$ cat src/rtl/mac_pkg.sv
// Shared types and constants for the mac_acc multiply-accumulate stage.
// Holds the control state enum, default widths and saturation limit helpers.
package mac_pkg;

    localparam int ACC_W_DEF = 40;
    localparam int CNT_W_DEF = 8;

    // Width of the saturation helper results; callers truncate to ACC_W.
    localparam int SAT_W = 64;

    typedef enum logic [1:0] {
        RUN   = 2'd0,
        DRAIN = 2'd1,
        HOLD  = 2'd2
    } state_e;

    // Largest positive value of a w-bit two's complement number.
    function automatic logic [SAT_W-1:0] sat_max(input int w);
        return (SAT_W'(1) << (w - 1)) - SAT_W'(1);
    endfunction

    // Most negative w-bit value; only the low w bits are meaningful.
    function automatic logic [SAT_W-1:0] sat_min(input int w);
        return SAT_W'(1) << (w - 1);
    endfunction

endpackage

$ cat src/rtl/multiplier.sv
// Combinational 16x16 signed multiplier.
// Ports: a_i, b_i signed operands; prod_o 32-bit signed product.
module multiplier (
    input  logic signed [15:0] a_i,
    input  logic signed [15:0] b_i,
    output logic signed [31:0] prod_o
);

    assign prod_o = a_i * b_i;

endmodule

$ cat src/rtl/mac_acc.sv
// Pipelined signed multiply-accumulate with saturating group accumulator.
// Ports: in_* operand stream (valid/ready), out_* group result (valid/ready).
module mac_acc
    import mac_pkg::*;
#(
    parameter int ACC_W = ACC_W_DEF,
    parameter int CNT_W = CNT_W_DEF
) (
    input  logic               clk,
    input  logic               rst_n,
    input  logic               in_valid,
    output logic               in_ready,
    input  logic signed [15:0] in_a,
    input  logic signed [15:0] in_b,
    input  logic               in_last,
    output logic               out_valid,
    input  logic               out_ready,
    output logic [ACC_W-1:0]   out_acc,
    output logic [CNT_W-1:0]   out_count,
    output logic               out_ovf
);

    localparam logic [ACC_W-1:0] ACC_MAX = ACC_W'(sat_max(ACC_W));
    localparam logic [ACC_W-1:0] ACC_MIN = ACC_W'(sat_min(ACC_W));

    state_e state_q, state_d;

    logic signed [15:0] a1_q, b1_q;
    logic               last1_q;
    logic               v1_q;

    logic [ACC_W-1:0] acc_q, acc_d;
    logic [CNT_W-1:0] cnt_q, cnt_d;
    logic             ovf_q, ovf_d;

    logic               accept;
    logic               clr;
    logic signed [31:0] prod;
    logic [ACC_W:0]     sum;

    assign in_ready  = (state_q == RUN);
    assign out_valid = (state_q == HOLD);
    assign accept    = in_valid && in_ready;
    assign clr       = out_valid && out_ready;

    multiplier u_mul (
        .a_i    (a1_q),
        .b_i    (b1_q),
        .prod_o (prod)
    );

    // One guard bit: overflow shows as the top two bits disagreeing,
    // and the guard bit gives the true sign of the result.
    assign sum = {acc_q[ACC_W-1], acc_q}
               + {{(ACC_W - 31){prod[31]}}, prod};

    always_comb begin
        acc_d = acc_q;
        cnt_d = cnt_q;
        ovf_d = ovf_q;
        if (clr) begin
            acc_d = '0;
            cnt_d = '0;
            ovf_d = 1'b0;
        end else if (v1_q) begin
            if (sum[ACC_W] != sum[ACC_W-1]) begin
                ovf_d = 1'b1;
                acc_d = sum[ACC_W] ? ACC_MIN : ACC_MAX;
            end else begin
                acc_d = sum[ACC_W-1:0];
            end
            if (cnt_q != '1) begin
                cnt_d = cnt_q + CNT_W'(1);
            end
        end
    end

    always_comb begin
        state_d = state_q;
        unique case (state_q)
            RUN: begin
                if (accept && in_last) state_d = DRAIN;
            end
            DRAIN: begin
                if (v1_q && last1_q) state_d = HOLD;
            end
            HOLD: begin
                if (out_ready) state_d = RUN;
            end
            default: state_d = RUN;
        endcase
    end

    always_ff @(posedge clk or negedge rst_n) begin
        if (!rst_n) begin
            state_q <= RUN;
            v1_q    <= 1'b0;
            a1_q    <= '0;
            b1_q    <= '0;
            last1_q <= 1'b0;
            acc_q   <= '0;
            cnt_q   <= '0;
            ovf_q   <= 1'b0;
        end else begin
            state_q <= state_d;
            v1_q    <= accept;
            if (accept) begin
                a1_q    <= in_a;
                b1_q    <= in_b;
                last1_q <= in_last;
            end
            acc_q <= acc_d;
            cnt_q <= cnt_d;
            ovf_q <= ovf_d;
        end
    end

    assign out_acc   = acc_q;
    assign out_count = cnt_q;
    assign out_ovf   = ovf_q;

endmodule
$ cat config.mk
export PLATFORM = sky130hd
export DESIGN_NAME = mac_acc
export DESIGN_NICKNAME = d
export VERILOG_FILES = /design/src/rtl/mac_pkg.sv /design/src/rtl/multiplier.sv /design/src/rtl/mac_acc.sv
export SDC_FILE = /design/constraint.sdc
export NUM_CORES = 1
export LEC_CHECK = 0
export ABC_AREA = 1
export ABC_CLOCK_PERIOD_IN_PS = 6400
export CAP_MARGIN = 40
export CORE_MARGIN = 2
export CORE_UTILIZATION = 40
export DETAILED_ROUTE_END_ITERATION = 12
export GPL_ROUTABILITY_DRIVEN = 0
export GPL_TIMING_DRIVEN = 1
export HOLD_SLACK_MARGIN = 0.05
export PLACE_DENSITY_LB_ADDON = 0.08
export SETUP_SLACK_MARGIN = 0.5
export SLEW_MARGIN = 15
export SYNTH_ARGS = -nofsm -noshare
export SYNTH_HDL_FRONTEND = slang
export SYNTH_SLANG_ARGS = --single-unit
export TNS_END_PERCENT = 20
$ cat constraint.sdc
create_clock -name clk -period 6.4 [get_ports clk]
set_input_delay 1.28 -clock clk [delete_from_list [all_inputs] [get_ports clk]]
set_output_delay 1.28 -clock clk [all_outputs]
set_load 0.05 [all_outputs]
Word-level counts from Yosys, hierarchy flattened
Index checks and enable logic that the tools add are counted.
Word-level totals
  bits in registers: 85
  bits in latches: 0
  memory bits (writable): 0
  ROM bits: 0
  input bits: 37
  output and inout port bits: 51
  word-level logic and storage cells: 43
  memories: 0
Cells by class
  add/sub/neg operators: 2
  multipliers: 1
  divide/modulo/power cells: 0
  magnitude comparators: 0
  eq/ne operators: 7
  shift operators: 0
  muxes and demuxes: 14
  bitwise operators: 0
  reductions and logical operators: 11
Operator list (number)
  $mux W40: 4
  $add A40 B32 Y41: 1
  $mul A16 B16 Y32: 1
  $mux W8: 3
  $add A8 B1 Y8 const B: 1
  $ne A8 B8 Y1 const B: 1
  $mux W2: 3
  $pmux W2 S3: 1
  $reduce_bool A2 Y1: 3
  $logic_and A1 B1 Y1: 4
  $ne A2 B1 Y1 const B: 2
  $reduce_and A2 Y1: 2
  $mux W1: 3
  $reduce_and A3 Y1: 1
  $eq A2 B1 Y1 const B: 1
  $eq A2 B2 Y1 const B: 1
  $logic_not A2 Y1: 1
  $ne A2 B2 Y1 const B: 1
  $ne A1 B1 Y1: 1

Longest topological paths before layout
  word-level depth: 6
  depth in mapped cells: 34
  mapped depth without buffers: 31

Modules after synthesis
Synthesis repeated with hierarchy kept, for this count alone.
Unflattened totals
  cell total of the unflattened synthesis: 2484
  area, all modules: 17425.5 sq um
Modules (own cells, without submodules)
  multiplier: times used 1, cells each 1462, area each 10804.1 sq um, seq. area each 0.0 sq um
  mac_acc: times used 1, cells each 1022, area each 6621.4 sq um, seq. area each 2127.0 sq um

Least setup slack after synthesis
No wires, ideal clock.
  path kind: reg2reg
  start point: register a1_q[15]
  end point: register acc_q[1], in the netlist out_acc[1]
  setup time: 66 ps
  arrival: 6348 ps
  required time: 6334 ps
  path slack: -14 ps
  cell stages (with the launch flop): 29
  buffers on the path: 4
  period minus slack after synthesis: 6414 ps
  cells stage by stage: dfrtp_1 clkbuf_1 clkbuf_1 nand2_1 inv_1 fa_1 fa_1 inv_1 fa_1 fa_1 inv_1 fa_1 inv_1 fa_1 inv_1 ha_1 inv_1 o21ai_0 o21ai_0 nand2_1 a21oi_1 nand2_1 nand2_1 nand2_1 a21oi_2 buf_6 buf_8 nand2_1 nand2_1
Between the ends
  longest elaborated chain between the ends: 6
  elaborated cells on any way between the ends: 7
  those cells by class: add/sub: 1; mul: 1; eq/ne: 1; mux: 4
Ends and longest elaborated chain
  start: declaration: line mac_acc.sv:28  | logic signed [15:0] a1_q, b1_q;
  start signal: assignment: line mac_acc.sv:108  | a1_q <= in_a;
  $mul A16 B16 Y32 (*): line multiplier.sv:9  | assign prod_o = a_i * b_i;
  $add A40 B32 Y41 (*): line mac_acc.sv:55  | + {{(ACC_W - 31){prod[31]}}, prod};
  $mux W40 or $ne A1 B1 Y1 (tied branches): line mac_acc.sv:68, mac_acc.sv:66
  $mux W40 (*): line mac_acc.sv:66  | if (sum[ACC_W] != sum[ACC_W-1]) begin
  $mux W40 (*): line mac_acc.sv:65  | end else if (v1_q) begin
  $mux W40 (*): line mac_acc.sv:61  | if (clr) begin
  end signal: assignment: line mac_acc.sv:101  | acc_q <= '0;
  end signal: assignment: line mac_acc.sv:112  | acc_q <= acc_d;
  end: declaration: line mac_acc.sv:32  | logic [ACC_W-1:0] acc_q, acc_d;
Mark *: on every way between the ends. The rest lies on a longest branch, timed or not. The select of a mux whose other input is x is not followed.
A chain may end at the register's enable or synchronous reset.

Worst setup path in the final report
  start point: register a1_q[15]
  end point: register acc_q[35], in the netlist out_acc[35]
Same word-level chain as after synthesis.

==> reports/metrics.yaml <==
cts:
  cts_tree: "yes"
  cts_buffer_depth: 2
  cts_made_buffers: 9
  clock_latency_ns: 0.39
  hold_buffers: 0
  clk_pin_slew_worst_paths_ns: 0.07
  clockRootBuffer: "clkbuf_16"
  htree_levels: 3
  cts.sinks: 85
floorplanning:
  ios: 88
  fp.dieH_microns: 212
  core_sq_mm: 0.0429
  dieWidth_microns: 212
  dieArea_sq_mm: 0.0449
  initial_core_util: 0.404
  core.rowCount: 76
critical_path:
  cp_slowest_cell: "fa_2"
  critPathArrivalTime_ns: 6.36
  crit_top_cell: "nand2_1"
  critPathLaunchType: "register"
  max_stage_delay_ns: 0.61
  cp_data_required_time_ns: 6.68
  critPathBufInv: 9
  worstSetupPathType: "register to register"
  r2r_slack_ns: 0.32
  end_kind: "register"
  worstPathMaxFanout: 8
  cp_top_family: "adder cells"
synth:
  synth_area_leader_cell: "fa_1"
  synth_seq_cells: 85
  syn_nets: 2755
  netlist_area_sq_mm: 0.0173
  postSynthCellCount: 2265
  ys_top_cells_by_area: "fa_1, nand2_1, inv_1"
  ys_top_cells_by_count: "nand2_1, inv_1, fa_1, ha_1, dfrtp_1"
  ys_async_sr_fraction: 1.00
  ys.flop_type: "dfrtp_1"
  synth.most_common_cell: "nand2_1"
  ys_warn_count: 0
  ys_seq_area_frac: 0.123
  avgSynthCellArea_sq_um: 7.64
  synth.top_cell.area_share: 0.386
  synth-edff-count: 0
  ys_types: 35
finish:
  syn_to_final_growth_pct: 17.8
  utilization: 0.475
  fin_nets: 2868
  drive_gt1_frac: 0.110
  antenna-diode-count: 0
route:
  first_iter_violations: 636
  via_count: 13800
  final_antenna_net_count: 0
  first_pass_iters: 6
  drc_errors: 0
  drt_wl_total_mm: 47.3
  wl_per_cell_microns: 15.9
  routed_via_density: 4.66
sta:
  drv_slew: 0
  relSlewSlack: 0.489
  final-hold-violation-count: 0
  setup_viol: 0
  fin_tns_setup_ns: 0
  fin_worst_skew_ns: 0.0184
  rsz0062_at_grt: "true"
  fmax_mhz: 165
  fin_crit_sh: 0.950
  worst_pin_slew_ns: 0.767
  period_needed_ns: 6.08
placed_design:
  portBuffers: 87
  dp.final_hpwl_mm: 39.6
global_route:
  grt_overflow_total: 0
  grt_antenna_before_repair: 1
  grt_usage: 0.226
  grt_max_degree: 53
  grt_pass1_wl_mm: 78.3
  first_global_vias: 14700
job:
  drv_cap: 0
status:
  status: "completed"
worst_hold_path:
  hp-class: "register to register"
-- layout by cell type (no fill, tap or decap), drive strengths merged --
master         netlist  routed
nand2              701     701
nor2                84      84
fa                 334     334
a21o                 1       1
o31ai                1       1
ha                 119     119
dfrtp               85      85
a31oi                2       2
a21oi               45      45
clkinvlp             0       3
or2                  3       3
buf                 13     101
clkdlybuf4s50        0      86
nand3               75      75
a221oi               2       2
o21bai               8       8
inv                631     632
o21ai               28      28
nand3b               8       8
xor2                 7       7
nand4               12      12
bufinv               0       1
o211ai               1       1
xnor2               19      19
and2                 1       1
clkinv               2       3
clkbuf              74      12
nor3                 6       6
nor4                 2       2
nand2b               1       1
-- per-stage QoR --
stage	area, sq um	setup WS, ns	instances	hold WS (ns)
2_1_floorplan	17300	0.531	2265	0.472
5_1_grt	20400	0.0780	2968	0.544
4_1_cts	20000	0.319	2954	0.528
6_report	20400	0.323	2968	0.524
3_5_place_dp	19100	-0.0200	2919	0.515
3_3_place_gp	19100	0.0570	2918	0.495
-- flip-flops by register name, summed over array words and instances (netlist names) --
| signal | cells |
|---|---|
| out_count | 8 |
| v1_q | 1 |
| a1_q | 16 |
| last1_q | 1 |
| b1_q | 16 |
| out_acc | 40 |
| out_ovf | 1 |
| state_q | 2 |
-- kinds of logic (layout without fill, tap and decap cells) --
kind of cell    after synthesis  after routing  share of synthesized area
compound gates               88             88                     0.0281
xor+xnor                     26             26                     0.0132
fa+ha+maj                   453            453                      0.472
buf+inv                     720            838                      0.158
flops                        85             85                      0.123
simple gates                893            893                      0.205
-- worst reg2reg max path: cells and delay by family (launching register included) --
kind            cells  cell delay (ns)
fa+ha+maj           7             3.30
simple gates       11             0.99
buf+inv             9             0.96
flops               1             0.47
compound gates      2             0.27
-- what timing repair did --
item	CTS	global route
pin swaps	14	25
endpoints found under the setup margin	41	41
buffers inserted	17	12
gates resized for setup	100	55
gates cloned	2	2
-- per-layer routing --
layer  part of all wire  global-route usage
met1               0.46               0.313
met2               0.49               0.377
met3              0.037              0.0325
met4              0.017              0.0503
met5                  0                   0
-- layout make-up --
cell class	instances	area [sq um]
Fill cell	4364	22500
Multi-Input combinational cell	1460	13000
Inverter	633	2390
Sequential cell	85	2160
Timing Repair Buffer	189	1830
Tap cell	585	732
Clock buffer	10	229
Clock inverter	6	70.1
-- worst paths after layout --
kind	startpoint	endpoint	depth (start not counted)
min reg2reg	state_q[0]$_DFFE_PN0P_	state_q[1]$_DFFE_PN0P_	1
max reg2reg	a1_q[15]$_DFFE_PN0P_	out_acc[35]$_DFFE_PN0P_	29
max in group asynchronous	rst_n	a1_q[13]$_DFFE_PN0P_	2
min in group asynchronous	rst_n	out_acc[32]$_DFFE_PN0P_	1
min	state_q[0]$_DFFE_PN0P_	state_q[1]$_DFFE_PN0P_	1
max	a1_q[15]$_DFFE_PN0P_	out_acc[35]$_DFFE_PN0P_	29
Power is not shown: default switching activity piles up to over one toggle a cycle in this logic, so the estimate is an artifact.
